===== src/rtl/prod_accumulator.sv =====
// Frame accumulator for the 9x9 multiplier's registered 18-bit products, with beat count and sticky overflow.
// Optional APIR_ACC_SAT_EN: clamp the sum on signed overflow instead of wrapping.
module prod_accumulator #(
  parameter int ACC_W = 32,
  parameter int CNT_W = 8
) (
  input  logic             clk,
  input  logic             reset,
  input  logic [17:0]      prod_in,
  input  logic             prod_signed,
  input  logic             in_valid,
  input  logic             in_last,
  output logic             in_ready,
  output logic [ACC_W-1:0] acc_out,
  output logic [CNT_W-1:0] acc_count,
  output logic             overflow,
  output logic             out_valid,
  input  logic             out_ready
);

  typedef enum logic [1:0] {IDLE, ACC, DONE} state_t;
  state_t state, state_nxt;

  logic             take;
  logic [ACC_W-1:0] ext, sum, acc_add;
  logic             add_ovf;

  assign ext     = {{(ACC_W-18){prod_signed & prod_in[17]}}, prod_in};
  assign sum     = acc_out + ext;
  assign add_ovf = (acc_out[ACC_W-1] == ext[ACC_W-1]) && (sum[ACC_W-1] != acc_out[ACC_W-1]);

`ifdef APIR_ACC_SAT_EN
  // Both operands share a sign on overflow, so the accumulator sign picks the rail.
  always_comb begin
    acc_add = sum;
    if (add_ovf)
      acc_add = acc_out[ACC_W-1] ? {1'b1, {(ACC_W-1){1'b0}}} : {1'b0, {(ACC_W-1){1'b1}}};
  end
`else
  assign acc_add = sum;
`endif

  always_ff @(posedge clk or negedge reset) begin
    if (!reset) state <= IDLE;
    else        state <= state_nxt;
  end

  always_comb begin
    state_nxt = state;
    case (state)
      IDLE:    if (take) state_nxt = in_last ? DONE : ACC;
      ACC:     if (take && in_last) state_nxt = DONE;
      DONE:    if (out_ready) state_nxt = IDLE;
      default: state_nxt = IDLE;
    endcase
  end

  // in_ready depends on state alone, never on out_ready.
  always_comb begin
    in_ready  = (state == IDLE) || (state == ACC);
    out_valid = (state == DONE);
    take      = in_valid && in_ready;
  end

  always_ff @(posedge clk or negedge reset) begin
    if (!reset) begin
      acc_out   <= '0;
      acc_count <= '0;
      overflow  <= 1'b0;
    end else if (take) begin
      if (state == IDLE) begin
        acc_out   <= ext;
        acc_count <= {{(CNT_W-1){1'b0}}, 1'b1};
        overflow  <= 1'b0;
      end else begin
        acc_out <= acc_add;
        if (acc_count != {CNT_W{1'b1}}) acc_count <= acc_count + 1'b1;
        if (add_ovf) overflow <= 1'b1;
      end
    end
  end

endmodule


===== config.mk =====
export PLATFORM = sky130hd
export DESIGN_NAME = prod_accumulator
export DESIGN_NICKNAME = d
export VERILOG_FILES = /design/src/rtl/prod_accumulator.sv
export SDC_FILE = /design/constraint.sdc
export NUM_CORES = 1
export LEC_CHECK = 0
export CAP_MARGIN = 20
export CORE_MARGIN = 1
export CORE_UTILIZATION = 49
export DETAILED_ROUTE_END_ITERATION = 8
export PLACE_DENSITY = 0.78
export SYNTH_ARGS = -nofsm -noshare
export SYNTH_HDL_FRONTEND = slang
export SYNTH_SLANG_ARGS = --single-unit

===== constraint.sdc =====
create_clock -name clk -period 2.4 [get_ports clk]
set_input_delay 0.48 -clock clk [delete_from_list [all_inputs] [get_ports clk]]
set_output_delay 0.48 -clock clk [all_outputs]
set_load 0.02 [all_outputs]

==> results.yml <==
outcome:
  status: "complete, but fails checks"
  failed_checks: "setup timing"
floorplan:
  die_y_microns: 89.7
  initial_core_util: 0.514
  die_area_sq_mm: 0.00805
  fp.dieW_microns: 89.7
  i_o_pin_total: 67
  placeableCoreArea_sq_mm: 0.00733
  num_rows: 31
timing:
  worstMarginPinSlew_ns: 0.576
  timing.final.hold_violations: 0
  rsz0062_at_grt: "yes"
  maxSlewViolCount: 0
  period_minus_slack_ns: 2.70
  finalSetupViolCount: 17
  skew_final_ns: 0.00893
  final.period_utilization: 1.13
  fin_setup_tns_ns: -3.58
  max_clock_freq_mhz: 370
  layout_setup_ws_ns: -0.303
  maxSlewHeadroom: 0.616
finish:
  post_route_cells_drive_above_1_share: 0.359
  layout-area-overhead-vs-synth_pct: 59.9
  design.final.nets: 690
  insertedDiodeCount: 0
power:
  p_leak_nw: 2.49
  power.ir.vdd_worst_v: 0.000632
  final_total_pwr_mw: 6.44
  cellPowerDensity_mw_per_mm2: 1070
critical_path:
  critPathRequiredTime_ns: 2.61
  cpPeakStageDelay_ns: 0.40
  path_class: "reg2reg"
  cp_top_family: "compound AO/OA/AOI/OAI gates"
  cp-end-kind: "register"
  cp_startpoint_kind: "register"
  cp_slowest_cell: "sky130_fd_sc_hd__dfrtp_1"
  crit_fanout: 3
  cp.arrival_ns: 2.91
  crit_chain: "buf_6, inv_4, fa_2, nand2b_4, a21o_1, a211oi_4, o211ai_1, a21oi_1, mux2i_1, xnor2_1, o221a_2"
  critical_path_buf_inv_count: 2
route:
  viasPerCell: 6.43
  iteration_count_of_the_initial_detailed_routing_pass: 6
  antenna_left: 0
  routed-via-count: 4798
  routed_wire_length_per_instance_microns: 20.3
  drt-initial-drc-count: 521
  detail_route.drc_violations: 0
  postRouteWirelength_mm: 15.1
synth:
  synthCells: 472
  mappedNetlistNets: 516
  synthesis.area_sq_mm: 0.00377
  ys_ff_latch: 43
  async_set_or_reset_flop_fraction_in_the_synthesized_netlist: 1.00
  seq_area_frac_synth: 0.285
  synthesis.area_per_instance_sq_um: 7.99
  ys.warnings.count: 0
  netlist-cell-type-count: 65
  count_of_flip_flops_with_a_built_in_enable_after_synthesis: 0
  ys_dominant_reg_cell: "sky130_fd_sc_hd__dfrtp_1"
grt:
  grt_first_pass_wirelength_mm: 22.1
  grt_max_degree: 40
  track_usage: 0.339
  gr-total-overflow: 0
  grt_pass1_vias: 4657
  grt_antenna_before_repair: 0
run:
  max_cap_viol_count: 0
clocking:
  cts_root_buf: "sky130_fd_sc_hd__clkbuf_8"
  cts_inserted_buffers: 5
  htreeDepth: 2
  tritoncts_clock_tree: "done"
  cts.hold.buffers_added: 0
  clkSlewWorstSetupHoldPaths_ns: 0.10
  worst_skew_pair.late_latency_ns: 0.32
  tritoncts_num_sinks: 43
  maximum_count_of_clock_buffers_along_a_single_path: 2
placed_design:
  place_hpwl_mm: 9.15
  routabilityCongestion: 0.968
  port_buffer_count: 66
worst_hold_path:
  worstHoldPathType: "in2async"
placed cells by master, fill, tap and decap left out, types with 4 or more instances in the layout:
| cell | count |
|---|---|
| sky130_fd_sc_hd__buf_4 | 116 |
| sky130_fd_sc_hd__clkdlybuf4s50_1 | 47 |
| sky130_fd_sc_hd__nand2_1 | 43 |
| sky130_fd_sc_hd__nor2_1 | 38 |
| sky130_fd_sc_hd__dfrtp_1 | 37 |
| sky130_fd_sc_hd__o21ai_0 | 35 |
| sky130_fd_sc_hd__a21oi_1 | 23 |
| sky130_fd_sc_hd__ha_4 | 18 |
| sky130_fd_sc_hd__mux2i_1 | 16 |
| sky130_fd_sc_hd__nand3_1 | 14 |
| sky130_fd_sc_hd__dlygate4sd2_1 | 14 |
| sky130_fd_sc_hd__xor2_1 | 13 |
| sky130_fd_sc_hd__nor3_1 | 13 |
| sky130_fd_sc_hd__o22ai_1 | 13 |
| sky130_fd_sc_hd__o21ai_1 | 12 |
| sky130_fd_sc_hd__buf_6 | 10 |
| sky130_fd_sc_hd__inv_1 | 9 |
| sky130_fd_sc_hd__nand4_1 | 8 |
| sky130_fd_sc_hd__xnor2_1 | 8 |
| sky130_fd_sc_hd__or3_1 | 7 |
| sky130_fd_sc_hd__a21oi_2 | 7 |
| sky130_fd_sc_hd__a31oi_1 | 7 |
| sky130_fd_sc_hd__a21o_1 | 6 |
| sky130_fd_sc_hd__o211ai_1 | 6 |
| sky130_fd_sc_hd__nor3_2 | 6 |
| sky130_fd_sc_hd__dfrtp_2 | 6 |
| sky130_fd_sc_hd__nor2b_1 | 5 |
| sky130_fd_sc_hd__o21a_1 | 5 |
| sky130_fd_sc_hd__clkbuf_8 | 5 |
| sky130_fd_sc_hd__a211oi_1 | 4 |
| sky130_fd_sc_hd__a211oi_2 | 4 |
| sky130_fd_sc_hd__and3_1 | 4 |
| sky130_fd_sc_hd__o21ai_2 | 4 |
| sky130_fd_sc_hd__or2_2 | 4 |
logic make-up after synthesis:
| family | synth area share |
|---|---|
| AND/OR/NAND/NOR | 0.232 |
| XOR/XNOR | 0.0534 |
| multiplexers | 0.0481 |
| AO/OA/AOI/OAI | 0.258 |
| buffers and inverters | 0.0544 |
| flip-flops | 0.285 |
| adder cells (fa/ha/maj) | 0.0684 |
cells in the mapped netlist, types with 2 or more instances:
library cell	n	area, sq um
sky130_fd_sc_hd__o21ai_0	52	260
sky130_fd_sc_hd__nand2_1	44	165
sky130_fd_sc_hd__dfrtp_1	43	1080
sky130_fd_sc_hd__nor2_1	40	150
sky130_fd_sc_hd__a21oi_1	30	150
sky130_fd_sc_hd__ha_1	19	238
sky130_fd_sc_hd__nor3_1	19	95.1
sky130_fd_sc_hd__mux2i_1	17	170
sky130_fd_sc_hd__nand3_1	17	85.1
sky130_fd_sc_hd__clkbuf_1	16	60.1
sky130_fd_sc_hd__o22ai_1	14	87.6
sky130_fd_sc_hd__xor2_1	13	114
sky130_fd_sc_hd__inv_1	11	41.3
sky130_fd_sc_hd__xnor2_1	10	87.6
sky130_fd_sc_hd__a211oi_1	9	67.6
sky130_fd_sc_hd__a31oi_1	9	56.3
sky130_fd_sc_hd__nand4_1	8	50.1
sky130_fd_sc_hd__a21o_1	7	52.6
sky130_fd_sc_hd__buf_6	7	78.8
sky130_fd_sc_hd__or3_1	7	43.8
sky130_fd_sc_hd__o211ai_1	6	45.0
sky130_fd_sc_hd__and2_1	5	31.3
sky130_fd_sc_hd__and3_1	5	31.3
sky130_fd_sc_hd__nor2b_1	5	31.3
sky130_fd_sc_hd__o21a_1	5	37.5
sky130_fd_sc_hd__or2_2	4	25.0
sky130_fd_sc_hd__nand2b_1	3	18.8
sky130_fd_sc_hd__nand3b_1	3	22.5
sky130_fd_sc_hd__a32o_1	2	20.0
sky130_fd_sc_hd__and3_2	2	15.0
sky130_fd_sc_hd__and4_1	2	17.5
sky130_fd_sc_hd__nor3b_1	2	15.0
sky130_fd_sc_hd__nor4_1	2	12.5
sky130_fd_sc_hd__o21bai_1	2	15.0
sky130_fd_sc_hd__o31ai_1	2	15.0
worst reg2reg max path, stage by stage, from the launching register on:
cell	delay, ns
sky130_fd_sc_hd__dfrtp_1	0.40
sky130_fd_sc_hd__buf_6	0.13
sky130_fd_sc_hd__inv_4	0.04
sky130_fd_sc_hd__fa_2	0.38
sky130_fd_sc_hd__nand2b_4	0.15
sky130_fd_sc_hd__a21o_1	0.22
sky130_fd_sc_hd__a211oi_4	0.29
sky130_fd_sc_hd__o211ai_1	0.19
sky130_fd_sc_hd__a21oi_1	0.22
sky130_fd_sc_hd__mux2i_1	0.25
sky130_fd_sc_hd__xnor2_1	0.11
sky130_fd_sc_hd__o221a_2	0.23
timing repair:
item,CTS,global route
pin swaps,36,28
endpoints found under the setup margin,23,22
buffers inserted,9,13
cloned,0,0
gates resized for setup,78,40
power breakdown:
| part | total (mW) | internal (mW) | switching, mW |
|---|---|---|---|
| combinational | 4.66 | 2.26 | 2.40 |
| sequential | 1.26 | 0.964 | 0.294 |
| clock | 0.522 | 0.209 | 0.312 |
| total | 6.44 | 3.43 | 3.00 |
metrics by stage:
stage | hold WS, ns | instance area (sq um) | utilization | std cells | worst slack (ns)
4_1_cts | 0.169 | 5780 | 0.789 | 734 | -0.172
3_5_place_dp | 0.502 | 5360 | 0.731 | 717 | -0.908
5_1_grt | 0.189 | 6030 | 0.822 | 746 | -0.374
6_report | 0.152 | 6030 | 0.822 | 746 | -0.303
2_1_floorplan | 0.184 | 3930 | - | 472 | -0.261
3_3_place_gp | 0.496 | 5360 | 0.731 | 717 | -0.812
path summary, 6_finish.rpt:
check	startpoint	endpoint	slack [ns]	cells after the start
setup / recovery	acc_out[1]$_DFFE_PN0P_	acc_out[30]$_DFFE_PN0P_	-0.30	11
hold / removal	reset	acc_out[11]$_DFFE_PN0P_	0.15	1
setup reg to reg	acc_out[1]$_DFFE_PN0P_	acc_out[30]$_DFFE_PN0P_	-0.30	11
hold reg to reg	acc_count[1]$_DFFE_PN0P_	acc_count[1]$_DFFE_PN0P_	0.56	2
max in group asynchronous	reset	acc_out[14]$_DFFE_PN0P_	1.71	2
min in group clk	acc_count[1]$_DFFE_PN0P_	acc_count[1]$_DFFE_PN0P_	0.56	2
metal layers:
layer	GRT usage	routed length, microns
met2	0.579	7260
met1	0.406	5770
met5	0	0
met4	0.172	750
met3	0.0643	1340
final cells by class:
type                       instances  area, sq um
tap                               99          124
timing repair buffer             194         1660
inverter                          11         43.8
multi-input combinational        391         3020
fill                             423         1300
clock buffer                       5         68.8
sequential                        43         1080
clock inverter                     3         25.0
registers in the layout, summed over array words and instances (netlist names):
name and flops:
overflow 1, state 2, acc_count 8, acc_out 32
No activity file was read; power rests on OpenSTA's default activity.
==> RTL edit: new RTL, same flow settings <==
Change the parameter `CNT_W` from 8 to 9.
--- a/src/rtl/prod_accumulator.sv
+++ b/src/rtl/prod_accumulator.sv
@@ -4,3 +4,3 @@
   parameter int ACC_W = 32,
-  parameter int CNT_W = 8
+  parameter int CNT_W = 9
 ) (
Interface: changed (resized acc_count); port bits go from 67 to 68. The function was not compared with the original's and may differ.
==> RTL edit against the unedited design <==
- the run still ends with setup timing left
- design area increased by 0.35%
- total power decreased by 0.93%
- wire length decreased by 5.1%
- area after synthesis increased by 0.20%
- combinational power decreased by 4%
- clock skew increased by 0.0025 ns
- sequential cell count increased by 1
- worst setup slack got worse by 0.16 ns
- fmax decreased by 5.7%
- critical endpoint unchanged
- largest cell class unchanged
==> RTL edit: results (changes against the unedited design) <==
{| class="wikitable"
! Metric !! Value
|-
| Post-Synth Adder-Cell Area || 0.07519 (+0.006820)
|-
| Combined area of the multi-input logic cells || 3028 µm² (+0.12%)
|-
| Filler cells || 405 (-4.3%)
|-
| Data arrival time of the critical path || 3.08 ns (+0.17 ns)
|-
| Biggest area contributors in the synthesized netlist || sky130_fd_sc_hd__dfrtp_1 29%, sky130_fd_sc_hd__ha_1 6.6%, sky130_fd_sc_hd__o21ai_0 5.4%
|-
| Clock-cell share || 0.01903 (+0.003462)
|-
| Worst Tran Pin Value || 0.6623 ns (+0.08628 ns)
|-
| Leading cell types by count after synthesis || 54 x sky130_fd_sc_hd__nor2_1, 52 x sky130_fd_sc_hd__nand2_1, 44 x sky130_fd_sc_hd__dfrtp_1
|-
| Final setup skew || 0.01140 ns (+0.002465 ns)
|-
| Largest regs || acc_out x32, acc_count x9, state x2
|-
| Pre-CTS WS || -0.9157 ns (-0.007620 ns)
|-
| Number of distinct standard cells referenced by the synthesized netlist || 70 (+7.7%)
|-
| Die Outline Area || 8064 µm² (+0.19%)
|-
| Pin count of the biggest net entering global routing || 29 (-28%)
|-
| Cell count after placement || 705 (-1.7%)
|-
| Final-report setup violation count || 19 (+2)
|-
| Signal buffers || 189 (-2.6%)
|-
| Slowest cell on the critical path || sky130_fd_sc_hd__dfrtp_2
|-
| Detail Placement HPWL || 8384 µm (-8.4%)
|-
| Total leakage power || 0.002589 µW (+3.8%)
|-
| Overall routed net length || 14350 µm (-5.1%)
|-
| Cells on worst reg2reg path || 15 (+4)
|-
| FF-to-FF Start || acc_out[0]$_DFFE_PN0P_
|-
| Fin worst setup slack || -0.4676 ns (-0.1645 ns)
|-
| Sequential-to-total area share from yosys stat || 0.2915 (+0.006057)
|-
| IO Port Bufs || 67 (+1.5%)
|-
| Violated checks || setup timing
|-
| Proportion of final cell area spent on non-clock buffers || 0.2706 (-0.004484)
|-
| Overall routing resource usage || 0.3098 (-0.02891)
|-
| Multi-input combinational cell count || 389 (-0.51%)
|-
| Per-instance average area after synthesis || 8.037 µm² (+0.63%)
|-
| Peak supply drop || 0.6797 mV (+7.6%)
|-
| Final Wtd Congestion || 0.9446 (-2.4%)
|-
| Xor and xnor area share after synthesis || 0.04405 (-0.009381)
|-
| Switching part of the total || 0.4544 (-0.01197)
|-
| Delay contributed by the slowest stage of the critical path || 0.43 ns (+0.03 ns)
|-
| First DRT Iteration DRCs || 438 (-16%)
|-
| Design internal power || 3478 µW (+1.3%)
|-
| Status || complete, but fails checks
|-
| Worst Hold Margin || 0.1742 ns (+0.02183 ns)
|-
| Synth Net Count || 515 (-0.19%)
|-
| Detail-routed net length per standard cell || 19.39 µm (-4.3%)
|-
| Via-to-Cell Ratio || 6.161 (-4.2%)
|}
-- RTL edit: changes by cell type in the layout (fill, tap and decap cells not counted), moves of 4 or more --
cell                       delta
sky130_fd_sc_hd__nor2_1      +13
sky130_fd_sc_hd__o22ai_1      -8
sky130_fd_sc_hd__and2_1       +4
sky130_fd_sc_hd__o211ai_1     -6
sky130_fd_sc_hd__dfrtp_1      +5
sky130_fd_sc_hd__buf_4        -9
sky130_fd_sc_hd__nor3_1       -4
sky130_fd_sc_hd__nand2_1      +7
sky130_fd_sc_hd__dfrtp_2      -4
sky130_fd_sc_hd__a21oi_4      +5
sky130_fd_sc_hd__a21oi_1      -5
sky130_fd_sc_hd__o21ai_0      -5
sky130_fd_sc_hd__nand2b_1     +6
-- RTL edit: worst max-delay path by stage --
stage | startpoint | to | slack (ns)
CTS | acc_out[0]$_DFFE_PN0P_ | acc_out[20]$_DFFE_PN0P_ | -0.24
global route | acc_out[0]$_DFFE_PN0P_ | acc_out[30]$_DFFE_PN0P_ | -0.55
finish | acc_out[0]$_DFFE_PN0P_ | acc_out[30]$_DFFE_PN0P_ | -0.47
detailed placement | prod_in[0] | acc_out[28]$_DFFE_PN0P_ | -0.92
floorplan | prod_in[0] | acc_out[30]$_DFFE_PN0P_ | -0.25
global placement | prod_in[0] | acc_out[28]$_DFFE_PN0P_ | -0.82
-- RTL edit: routing by layer --
layer | share of wire | global-route usage | vias up
li1 | - | - | 2047
met1 | 0.39 | 0.3936 | 2172
met2 | 0.49 | 0.5346 | 274
met3 | 0.071 | 0.04484 | 66
met4 | 0.046 | 0.1107 | 0
met5 | 0 | 0 | -
-- RTL edit: what timing repair did --
action	in CTS	in global routing
pin swaps	44	50
buffers inserted	12	17
hold endpoints to repair	0	0
resized for setup	62	51
setup endpoints to repair	25	20
hold buffers	0	0
